## src/rtl/serial_add_arbiter.sv

```systemverilog
// Round-robin front end for one shared bit-serial full-adder slice.
// The winner's operands are summed LSB-first over WIDTH cycles; the result is tagged with its ID.
module serial_add_arbiter #(
  parameter int WIDTH = 8
) (
  input  logic             clk,
  input  logic             rst,
  input  logic             req0,
  input  logic [WIDTH-1:0] a0,
  input  logic [WIDTH-1:0] b0,
  input  logic             req1,
  input  logic [WIDTH-1:0] a1,
  input  logic [WIDTH-1:0] b1,
  output logic             ack0,
  output logic             ack1,
  output logic             busy,
  output logic             done,
  output logic             done_id,
  output logic [WIDTH:0]   sum
);

  localparam int IW = (WIDTH > 1) ? $clog2(WIDTH) : 1;
  localparam logic [IW-1:0] LastIdx = IW'(WIDTH - 1);

  typedef enum logic [1:0] {
    ST_IDLE,
    ST_RUN,
    ST_DONE
  } state_t;

  state_t           r_state;
  logic [WIDTH-1:0] r_opA;
  logic [WIDTH-1:0] r_opB;
  logic [WIDTH-1:0] r_acc;
  logic [IW-1:0]    r_idx;
  logic             r_carry;
  logic             r_owner;
  logic             r_lastGrant;

  logic             w_p;
  logic             w_g1;
  logic             w_s;
  logic             w_g2;
  logic             w_carryNext;
  logic             w_winner;
  logic [WIDTH-1:0] w_accNext;

  // Full adder built from two half adders plus the carry flip-flop.
  assign w_p         = r_opA[0] ^ r_opB[0];
  assign w_g1        = r_opA[0] & r_opB[0];
  assign w_s         = w_p ^ r_carry;
  assign w_g2        = w_p & r_carry;
  assign w_carryNext = w_g1 | w_g2;
  assign w_accNext   = {w_s, r_acc[WIDTH-1:1]};

  // Requester 1 wins when alone, or under contention when requester 0 had the last grant.
  assign w_winner = req1 & (~req0 | ~r_lastGrant);

  always_ff @(posedge clk or posedge rst) begin
    if (rst) begin
      r_state     <= ST_IDLE;
      r_opA       <= '0;
      r_opB       <= '0;
      r_acc       <= '0;
      r_idx       <= '0;
      r_carry     <= 1'b0;
      r_owner     <= 1'b0;
      r_lastGrant <= 1'b1;
      ack0        <= 1'b0;
      ack1        <= 1'b0;
      busy        <= 1'b0;
      done        <= 1'b0;
      done_id     <= 1'b0;
      sum         <= '0;
    end else begin
      ack0 <= 1'b0;
      ack1 <= 1'b0;
      done <= 1'b0;
      case (r_state)
        ST_IDLE: begin
          if (req0 | req1) begin
            r_opA       <= w_winner ? a1 : a0;
            r_opB       <= w_winner ? b1 : b0;
            r_acc       <= '0;
            r_idx       <= '0;
            r_carry     <= 1'b0;
            r_owner     <= w_winner;
            r_lastGrant <= w_winner;
            ack0        <= ~w_winner;
            ack1        <= w_winner;
            busy        <= 1'b1;
            r_state     <= ST_RUN;
          end
        end
        ST_RUN: begin
          r_acc   <= w_accNext;
          r_carry <= w_carryNext;
          r_opA   <= r_opA >> 1;
          r_opB   <= r_opB >> 1;
          r_idx   <= r_idx + 1'b1;
          if (r_idx == LastIdx) begin
            sum     <= {w_carryNext, w_accNext};
            done_id <= r_owner;
            done    <= 1'b1;
            r_state <= ST_DONE;
          end
        end
        ST_DONE: begin
          busy    <= 1'b0;
          r_state <= ST_IDLE;
        end
        default: r_state <= ST_IDLE;
      endcase
    end
  end

endmodule
```

## config.mk

```make
export PLATFORM = sky130hd
export DESIGN_NAME = serial_add_arbiter
export DESIGN_NICKNAME = d
export VERILOG_FILES = /design/src/rtl/serial_add_arbiter.sv
export SDC_FILE = /design/constraint.sdc
export NUM_CORES = 1
export LEC_CHECK = 0
export CAP_MARGIN = 5
export CORE_ASPECT_RATIO = 0.9
export CORE_MARGIN = 8
export CORE_UTILIZATION = 44
export CTS_CLUSTER_SIZE = 24
export DETAILED_ROUTE_END_ITERATION = 16
export PLACE_DENSITY = 0.75
export SLEW_MARGIN = 30
export SYNTH_ARGS = -nofsm -noshare
export SYNTH_HDL_FRONTEND = slang
export SYNTH_SLANG_ARGS = --single-unit
```

## constraint.sdc

```tcl
create_clock -name clk -period 1.37 [get_ports clk]
set_input_delay 0.137 -clock clk [delete_from_list [all_inputs] [get_ports clk]]
set_output_delay 0.137 -clock clk [all_outputs]
set_load 0.005 [all_outputs]
```

== After elaboration in Yosys (flattened, before gate mapping) ==
Index checks and enable logic that the tools add are counted.

* Bits in latches: 0
* Output and inout port bits: 14
* Memory bits (read-only): 0
* Memory bits (writable): 0
* Memories kept: 0
* Flip-flop bits (word level): 46
* Word-level logic and storage cells: 62
* Input port bits: 36

* Bitwise logic cells: 11
* Divide/modulo/power cells: 0
* Reduce and logical (&&, ||, !) cells: 8
* Equality and inequality tests: 5
* Order comparisons: 0
* Muxes and demuxes: 23
* Add/sub/neg operators: 1
* Shift-type cells: 0
* Multipliers: 0

{| class="wikitable"
|+ Operators by type and width
! kind !! count
|-
| one-hot mux 8 bit (2 select lines) || 3
|-
| 2-to-1 mux 8 bit || 5
|-
| AND reduction 2 bit || 5
|-
| 2-to-1 mux 1 bit || 8
|-
| one-hot mux 3 bit (2 select lines) || 1
|-
| 2-to-1 mux 2 bit || 2
|-
| inequality test 2 bit (second input constant) || 2
|-
| one-hot mux 1 bit (2 select lines) || 2
|-
| one-hot mux 2 bit (2 select lines) || 1
|-
| nonzero test 2 bit || 2
|-
| adder 3 x 1 -> 3 bit (second input constant) || 1
|-
| AND 1 bit || 3
|-
| equality test 3 bit (second input constant) || 1
|-
| 2-to-1 mux 3 bit || 1
|-
| NOT 1 bit || 3
|-
| bitwise OR 1 bit || 3
|-
| equality test 2 x 1 -> 1 bit (second input constant) || 1
|-
| equality test 2 bit (second input constant) || 1
|-
| logical NOT 2 bit || 1
|-
| XOR 1 bit || 2
|}

== Depth between registers and ports, before layout ==
Gate-level depths: netlist of the first run.

* Depth after elaboration: 6
* Depth in mapped cells: 6
* Gate-level depth less buffers: 5

== Worst setup path before layout of the first run ==
No wires, ideal clock.

* Path type: register to register
* Start point: register r_state[1]
* End point: register sum[0]
* Data arrival time: 1.254 ns
* Buffers on the path: 2
* Stages on the path, launching flop included: 7
* Setup slack: -0.008 ns
* Clock period less this slack: 1.378 ns
* Cell sequence: dfrtp_1 -> buf_2 -> nor2b_1 -> buf_6 -> nand2_4 -> inv_1 -> mux2_2

* Cells in the longest elaborated chain, start to end: 2

{| class="wikitable"
|+ RTL lines
! item !! line !! source
|-
| start, declared || 31 || <nowiki>state_t r_state;</nowiki>
|-
| start signal, assigned || 61 || <nowiki>r_state <= ST_IDLE;</nowiki>
|-
| start signal, assigned || 92 || <nowiki>r_state <= ST_RUN;</nowiki>
|-
| start signal, assigned || 105 || <nowiki>r_state <= ST_DONE;</nowiki>
|-
| equality test 2 x 1 -> 1 bit || 79 || <nowiki>case (r_state)</nowiki>
|-
| AND reduction 2 bit (no line) || -- ||
|-
| end signal, assigned || 102 || <nowiki>sum <= {w_carryNext, w_accNext};</nowiki>
|-
| end, declared || 19 || <nowiki>output logic [WIDTH:0] sum</nowiki>
|}

No other way between the ends.
A chain may end at the register's enable or synchronous reset.

== Worst setup path in the final report of the first run ==
* Start point: register r_idx[1]
* End point: register sum[3]

* Cells in the longest elaborated chain, start to end: 2

{| class="wikitable"
|+ RTL lines
! item !! line !! source
|-
| start, declared || 35 || <nowiki>logic [IW-1:0] r_idx;</nowiki>
|-
| start signal, assigned || 100 || <nowiki>r_idx <= r_idx + 1'b1;</nowiki>
|-
| equality test 3 bit || 101 || <nowiki>if (r_idx == LastIdx) begin</nowiki>
|-
| AND reduction 2 bit (no line) || -- ||
|}

No other way between the ends.

==> run_summary.xml, run 1 <==
<?xml version="1.0" encoding="UTF-8"?>
<metrics>
  <group name="floorplanning">
    <metric name="floorplan.die.width" unit="um">87.8</metric>
    <metric name="initial_utilization" unit="">0.458</metric>
    <metric name="total_core_area" unit="um2">4460</metric>
    <metric name="die_area" unit="um2">7080</metric>
    <metric name="num_rows" unit="">23</metric>
    <metric name="pin_count" unit="">50</metric>
    <metric name="dieHeight" unit="um">80.6</metric>
  </group>
  <group name="timing">
    <metric name="final_min_period_over_clock_period" unit="">0.976</metric>
    <metric name="finClkSkew" unit="ps">8.72</metric>
    <metric name="final_period_minus_worst_setup_slack" unit="ps">1340</metric>
    <metric name="timing.setup.tns" unit="ps">0</metric>
    <metric name="worstMarginPinSlew" unit="ps">290</metric>
    <metric name="max_slew_margin" unit="">0.806</metric>
    <metric name="finalSetupViolations" unit="">0</metric>
    <metric name="timing.final.hold_violations" unit="">0</metric>
    <metric name="maxClockFrequency" unit="MHz">748</metric>
    <metric name="timing_max_transition_violations_final" unit="">0</metric>
    <metric name="grt_setup_unrepaired" unit="">yes</metric>
  </group>
  <group name="finish">
    <metric name="fillerInstances" unit="">367</metric>
    <metric name="fin_nets" unit="">284</metric>
    <metric name="insertedDiodeCount" unit="">0</metric>
    <metric name="multiInputGateArea" unit="um2">857</metric>
    <metric name="area.sequential" unit="um2">1130</metric>
    <metric name="post_route_cells_drive_above_1_share" unit="">0.203</metric>
    <metric name="layout.cells.most_common" unit="">clkdlybuf4s50_1</metric>
    <metric name="highest_count_cells_in_the_layout_ignoring_fill_and_taps" unit="">clkdlybuf4s50_1, dfrtp_1, nand2_1</metric>
    <metric name="area_growth" unit="%">38.9</metric>
  </group>
  <group name="worst_setup_path">
    <metric name="path_class" unit="">flop to flop</metric>
    <metric name="timing.rr.start" unit="">r_idx[1]</metric>
    <metric name="timing.critical_path.required" unit="ps">1560</metric>
    <metric name="worstPathCellList" unit="">ha_2 -&gt; ha_4 -&gt; nand2_4 -&gt; mux2_2</metric>
    <metric name="slowest_stage_cell_crit_path" unit="">dfrtp_1</metric>
    <metric name="critical_path_buf_inv_count" unit="">0</metric>
    <metric name="end_kind" unit="">flop</metric>
    <metric name="cp_max_fo" unit="">5</metric>
    <metric name="startpoint" unit="">r_idx[1]</metric>
    <metric name="critical_path.max_stage_delay" unit="ps">390</metric>
    <metric name="timing.critical_path.max_delay_family" unit="">flip-flops</metric>
    <metric name="critical_path_arrival" unit="ps">1520</metric>
    <metric name="startpoint_type" unit="">flop</metric>
  </group>
  <group name="power_and_ir_drop">
    <metric name="leakage_power_figure" unit="uW">0.00123</metric>
    <metric name="vdd_ir_drop_max" unit="mV">1.12</metric>
    <metric name="report.power.total" unit="uW">5400</metric>
    <metric name="cell_area_power_density" unit="nW/um2">1900</metric>
  </group>
  <group name="route">
    <metric name="route.detailed.drc" unit="">0</metric>
    <metric name="wire_per_inst" unit="um">14.9</metric>
    <metric name="wl_met2" unit="mm">2.18</metric>
    <metric name="starting_drc_count_in_detailed_routing" unit="">88</metric>
    <metric name="dr.pass1.iters" unit="">4</metric>
    <metric name="overall_via_count_from_detail_route" unit="">1585</metric>
    <metric name="met1_length" unit="mm">2.03</metric>
    <metric name="vias_per_cell" unit="">5.15</metric>
    <metric name="highest_layer" unit="">met4</metric>
    <metric name="final_antenna_net_count" unit="">0</metric>
    <metric name="detail_route.wirelength" unit="mm">4.59</metric>
    <metric name="met3RoutedLength" unit="um">308</metric>
  </group>
  <group name="place">
    <metric name="port_buffers" unit="">49</metric>
    <metric name="place_hpwl" unit="mm">3.21</metric>
    <metric name="gpl.final_weighted_congestion" unit="">0.730</metric>
  </group>
  <group name="synthesis">
    <metric name="post_synth_fa_ha_maj_area_fraction" unit="">0.0221</metric>
    <metric name="gate_count_post_synth" unit="">183</metric>
    <metric name="top_cells_by_area_synth" unit="">dfrtp_1, mux2i_1, o21ai_0</metric>
    <metric name="synth-simple-area-share" unit="">0.0931</metric>
    <metric name="synth_largest_area_cell" unit="">dfrtp_1</metric>
    <metric name="mappedNetlistArea" unit="um2">2040</metric>
    <metric name="number_of_warnings_printed_during_yosys_synthesis" unit="">0</metric>
    <metric name="yosysUniqueCellTypes" unit="">28</metric>
    <metric name="mapped_nets" unit="">222</metric>
    <metric name="synth_top_area_frac" unit="">0.539</metric>
    <metric name="yosys_register_bits" unit="">45</metric>
    <metric name="postSynthAreaPerCell" unit="um2">11.2</metric>
    <metric name="synthXorXnorAreaFrac" unit="">0</metric>
    <metric name="muxShareOfSynthArea" unit="">0.143</metric>
    <metric name="synth_compound_gate_area_share" unit="">0.143</metric>
    <metric name="dominant_combinational_cell_family_by_area_after_synthesis" unit="">multiplexers</metric>
    <metric name="synth-seq-area-share" unit="">0.552</metric>
  </group>
  <group name="grt">
    <metric name="grt_util_all_layers" unit="">0.137</metric>
    <metric name="grt_pass1_vias" unit="">1514</metric>
    <metric name="antenna_found_initial" unit="">0</metric>
    <metric name="grt_max_degree" unit="">25</metric>
    <metric name="grt_first_pass_wirelength" unit="mm">7.49</metric>
    <metric name="gr-total-overflow" unit="">0</metric>
  </group>
  <group name="cts">
    <metric name="cts-buffers-inserted" unit="">5</metric>
    <metric name="clk-insertion-delay-late" unit="ps">300</metric>
    <metric name="clk_slew_on_worst_s_h_paths" unit="ps">80</metric>
    <metric name="cts_max_path_buffers" unit="">2</metric>
    <metric name="root_buffer" unit="">clkbuf_8</metric>
    <metric name="post_cts_hold_buffer_count" unit="">0</metric>
    <metric name="htree_levels" unit="">2</metric>
    <metric name="tritoncts" unit="">built</metric>
    <metric name="numClockSinks" unit="">45</metric>
  </group>
  <group name="worst_hold_path">
    <metric name="min_path_type" unit="">primary input to async pin</metric>
  </group>
  <group name="flow_run">
    <metric name="maxCapViolations" unit="">0</metric>
  </group>
  <group name="outcome">
    <metric name="run_status" unit="">finished clean</metric>
  </group>
</metrics>
## worst reg2reg max path: cells and delay by family, from the launching register on
kind | cells | cell delay (ps)
mux | 1 | 340
flops | 1 | 390
simple gates | 1 | 110
fa+ha+maj | 2 | 390
## sequential cells by signal, indices dropped and copies added (netlist names)
register / flops
r_acc: 7
r_carry: 1
r_owner: 1
done_id: 1
ack1: 1
r_state: 2
r_opA: 8
r_idx: 3
sum: 9
r_lastGrant: 1
busy: 1
done: 1
r_opB: 8
ack0: 1
## stage by stage
step	setup slack (ps)	area, um2	hold WS [ps]	instances	util
global route	-17.6	2840	88.8	308	0.636
CTS	29.1	2810	73.6	306	0.631
finish	32.7	2840	68.4	308	0.636
detailed placement	-155	2660	401	297	0.597
floorplan	19.5	2040	207	183	-
global placement	-101	2660	385	297	0.597
## cell type report
cell class                      count  area share
Sequential cell                    45       0.398
Inverter                            4     0.00618
Timing Repair Buffer               65       0.224
Tap cell                           62      0.0273
Multi-Input combinational cell    124       0.302
Clock buffer                        6      0.0291
Clock inverter                      2      0.0132
## cells in the mapped netlist, drive strengths merged
| cell type | n |
|---|---|
| o21ai | 29 |
| a21oi | 1 |
| buf | 8 |
| clkbuf | 3 |
| mux2 | 10 |
| nor2b | 1 |
| ha | 2 |
| dfstp | 1 |
| and2 | 1 |
| fa | 1 |
| a31oi | 1 |
| nor2 | 2 |
| a21o | 1 |
| nand2b | 1 |
| inv | 4 |
| o21a | 1 |
| nor3 | 1 |
| dfrtp | 44 |
| nand2 | 38 |
| a21boi | 1 |
| o211ai | 14 |
| mux2i | 18 |
## cell families after synthesis
family                   after synthesis
AO/OA/AOI/OAI                         48
flip-flops                            45
AND/OR/NAND/NOR                       44
multiplexers                          28
buffers and inverters                 15
adder cells (fa/ha/maj)                3
## worst paths after layout
| path | to | cells past startpoint | slack, ps |
|---|---|---|---|
| max | sum[3] | 4 | 30 |
| min | r_owner | 2 | 70 |
| min in group clk | r_opB[3] | 3 | 470 |
| max in group asynchronous | r_lastGrant | 3 | 840 |
| min reg2reg | r_owner | 1 | 480 |
| max reg2reg | sum[3] | 4 | 30 |
## layer usage
layer	vias to the layer above	global-route usage
met3	9	0.0479
met4	0	0.0532
met1	763	0.179
met2	46	0.204
met5	-	0
li1	767	-
## timing repair
action | CTS | global route
gates cloned | 1 | 0
endpoints found under the hold margin | 0 | 0
pin swaps | 2 | 1
endpoints found under the setup margin | 10 | 21
setup buffers | 0 | 2
resized for setup | 5 | 4
## where the power goes
| part | internal (uW) | switching (uW) |
|---|---|---|
| sequential | 1900 | 336 |
| combinational | 1160 | 953 |
| clock | 593 | 458 |
| total | 3660 | 1750 |
Power figures use the tool's default switching activity.
==> run 2, diff against run 1 <==
--- a/config.mk
+++ b/config.mk
@@ -8,10 +8,10 @@
 export CAP_MARGIN = 5
 export CORE_ASPECT_RATIO = 0.9
 export CORE_MARGIN = 8
-export CORE_UTILIZATION = 44
+export CORE_UTILIZATION = 49
 export CTS_CLUSTER_SIZE = 24
 export DETAILED_ROUTE_END_ITERATION = 16
-export PLACE_DENSITY = 0.75
+export PLACE_DENSITY = 0.79
 export SLEW_MARGIN = 30
 export SYNTH_ARGS = -nofsm -noshare
 export SYNTH_HDL_FRONTEND = slang
==> constraint.sdc (replaced) <==
create_clock -name clk -period 1.3 [get_ports clk]
set_input_delay 0.13 -clock clk [delete_from_list [all_inputs] [get_ports clk]]
set_output_delay 0.13 -clock clk [all_outputs]
set_load 0.005 [all_outputs]
==> run 2 against run 1 <==
Effect of this change:
- the flow now finishes with violations (negative setup slack)
- largest cell class unchanged
- register-to-register slack worse by 60 ps
- clock skew is 3.0 ps lower
- critical path type unchanged
- critical endpoint unchanged
- core utilization rose by 8.4 points
==> run_summary.xml, run 2 (synthesis results as in run 1) <==
<?xml version="1.0" encoding="UTF-8"?>
<metrics>
  <group name="grt">
    <metric name="grt_pass1_vias" unit="">1799</metric>
    <metric name="grt_max_degree" unit="">36</metric>
    <metric name="gr-total-overflow" unit="">0</metric>
    <metric name="grt_util_all_layers" unit="">0.151</metric>
    <metric name="grt_first_pass_wirelength" unit="mm">8.23</metric>
    <metric name="antenna_found_initial" unit="">0</metric>
  </group>
  <group name="timing">
    <metric name="maxClockFrequency" unit="MHz">752</metric>
    <metric name="timing.setup.tns" unit="ps">-181</metric>
    <metric name="finalSetupViolations" unit="">7</metric>
    <metric name="final_period_minus_worst_setup_slack" unit="ps">1330</metric>
    <metric name="worstMarginPinSlew" unit="ps">469</metric>
    <metric name="grt_setup_unrepaired" unit="">yes</metric>
    <metric name="max_slew_margin" unit="">0.686</metric>
    <metric name="final_min_period_over_clock_period" unit="">1.02</metric>
    <metric name="timing_max_transition_violations_final" unit="">0</metric>
    <metric name="timing.final.hold_violations" unit="">0</metric>
    <metric name="finClkSkew" unit="ps">5.70</metric>
    <metric name="final.setup.worst_slack" unit="ps">-28.9</metric>
  </group>
  <group name="cts">
    <metric name="clk-insertion-delay-late" unit="ps">290</metric>
    <metric name="tritoncts" unit="">built</metric>
    <metric name="htree_levels" unit="">2</metric>
    <metric name="cts_max_path_buffers" unit="">2</metric>
    <metric name="clk_slew_on_worst_s_h_paths" unit="ps">80</metric>
    <metric name="cts-buffers-inserted" unit="">5</metric>
    <metric name="root_buffer" unit="">clkbuf_8</metric>
    <metric name="post_cts_hold_buffer_count" unit="">0</metric>
    <metric name="numClockSinks" unit="">45</metric>
  </group>
  <group name="route">
    <metric name="dr.pass1.iters" unit="">4</metric>
    <metric name="vias_per_cell" unit="">5.35</metric>
    <metric name="overall_via_count_from_detail_route" unit="">1593</metric>
    <metric name="final_antenna_net_count" unit="">0</metric>
    <metric name="route.detailed.drc" unit="">0</metric>
    <metric name="starting_drc_count_in_detailed_routing" unit="">95</metric>
    <metric name="detail_route.wirelength" unit="mm">4.44</metric>
    <metric name="wire_per_inst" unit="um">14.9</metric>
  </group>
  <group name="worst_setup_path">
    <metric name="logic_depth_of_the_worst_register_to_register_path" unit="">4</metric>
    <metric name="startpoint" unit="">r_idx[0]</metric>
    <metric name="worstReg2RegEnd" unit="">sum[3]</metric>
    <metric name="r2r_slack" unit="ps">-30</metric>
    <metric name="cp_max_fo" unit="">5</metric>
    <metric name="timing.rr.start" unit="">r_idx[0]</metric>
    <metric name="path_class" unit="">flop to flop</metric>
    <metric name="end_kind" unit="">flop</metric>
    <metric name="timing.critical_path.required" unit="ps">1480</metric>
    <metric name="critical_path_arrival" unit="ps">1510</metric>
    <metric name="startpoint_type" unit="">flop</metric>
  </group>
  <group name="floorplanning">
    <metric name="floorplan.die.width" unit="um">84.0</metric>
    <metric name="dieHeight" unit="um">77.2</metric>
    <metric name="num_rows" unit="">22</metric>
    <metric name="total_core_area" unit="um2">4050</metric>
    <metric name="pin_count" unit="">50</metric>
    <metric name="die_area" unit="um2">6490</metric>
    <metric name="initial_utilization" unit="">0.505</metric>
  </group>
  <group name="finish">
    <metric name="final_core_util" unit="">0.720</metric>
    <metric name="largest_register" unit="">sum</metric>
    <metric name="final_cell_area" unit="um2">2910</metric>
    <metric name="area.sequential" unit="um2">1130</metric>
    <metric name="area_growth" unit="%">42.6</metric>
    <metric name="post_route_cells_drive_above_1_share" unit="">0.220</metric>
    <metric name="layout.cells.most_common" unit="">dfrtp_1</metric>
    <metric name="max_reg_flops" unit="">9</metric>
    <metric name="insertedDiodeCount" unit="">0</metric>
    <metric name="fin_nets" unit="">288</metric>
    <metric name="multiInputGateArea" unit="um2">921</metric>
    <metric name="reg_top3" unit="">sum: 9 flops, r_opA: 8 flops, r_opB: 8 flops</metric>
    <metric name="highest_count_cells_in_the_layout_ignoring_fill_and_taps" unit="">dfrtp_1, clkdlybuf4s50_1, nand2_1</metric>
    <metric name="fillerInstances" unit="">293</metric>
  </group>
  <group name="power_and_ir_drop">
    <metric name="cell_area_power_density" unit="nW/um2">1930</metric>
    <metric name="leakage_power_figure" unit="uW">0.00135</metric>
    <metric name="report.power.total" unit="uW">5630</metric>
    <metric name="vdd_ir_drop_max" unit="mV">1.00</metric>
  </group>
  <group name="outcome">
    <metric name="run_status" unit="">finished, violations left</metric>
    <metric name="failed_checks" unit="">negative setup slack</metric>
  </group>
  <group name="place">
    <metric name="place_hpwl" unit="mm">3.02</metric>
    <metric name="postPlaceCellArea" unit="um2">2670</metric>
    <metric name="port_buffers" unit="">49</metric>
    <metric name="gpl.final_weighted_congestion" unit="">0.734</metric>
  </group>
  <group name="worst_hold_path">
    <metric name="min_path_type" unit="">primary input to async pin</metric>
  </group>
  <group name="flow_run">
    <metric name="maxCapViolations" unit="">0</metric>
  </group>
</metrics>
[run 2: where the power goes]
part,switching [uW],total [uW],internal (uW)
Sequential,360,2370,2010
Clock,434,816,382
Combinational,1080,2450,1370
Total,1880,5630,3760
[run 2: worst max-delay path by stage]
stage / endpoint / cells after the start / slack [ps]
finish: sum[3] / 4 / -30
global route: sum[7] / 4 / -70
CTS: sum[3] / 4 / -30
detailed placement: r_opB[5] / 4 / -300
global placement: r_opB[5] / 4 / -290
floorplan: sum[0] / 6 / 30
[run 2: per-stage QoR]
| stage | worst slack (ps) | cells | hold WS [ps] |
|---|---|---|---|
| 3_3_place_gp | -290 | 280 | 398 |
| 2_1_floorplan | 26.1 | 183 | 200 |
| 5_1_grt | -65.9 | 298 | 97.7 |
| 6_report | -28.9 | 298 | 75.4 |
| 3_5_place_dp | -301 | 280 | 404 |
| 4_1_cts | -30.4 | 293 | 82.6 |
[run 2: final cells by class]
cell class | instances | share of cell area
sequential | 45 | 0.388
timing repair buffer | 69 | 0.242
inverter | 4 | 0.00602
multi-input combinational | 124 | 0.316
clock buffer | 8 | 0.0275
tap | 48 | 0.0206
[run 2: per-layer routing]
metal	global-route usage	up-vias	wire, um
li1	-	769	-
met4	0.0672	0	81
met5	0	-	0
met3	0.0348	8	178
met1	0.180	783	1990
met2	0.250	33	2200
[run 2: critical path, cell delays in order, from the launching register on]
cell and delay, ps:
dfrtp_1 390, ha_2 200, ha_4 190, nand2_4 100, mux2_2 330
[run 2: timing repair]
item,in CTS,in global routing
resized for setup,13,14
cloned,1,0
pin swaps,1,1
setup endpoints to repair,38,41
setup buffers,4,5
==> run 3, diff against run 2 <==
--- a/config.mk
+++ b/config.mk
@@ -5,6 +5,7 @@
 export SDC_FILE = /design/constraint.sdc
 export NUM_CORES = 1
 export LEC_CHECK = 0
+export ABC_CLOCK_PERIOD_IN_PS = 1300
 export CAP_MARGIN = 5
 export CORE_ASPECT_RATIO = 0.9
 export CORE_MARGIN = 8
==> results of run 3 <==
The final DEF is identical to that of run 2; final timing and power are the same.
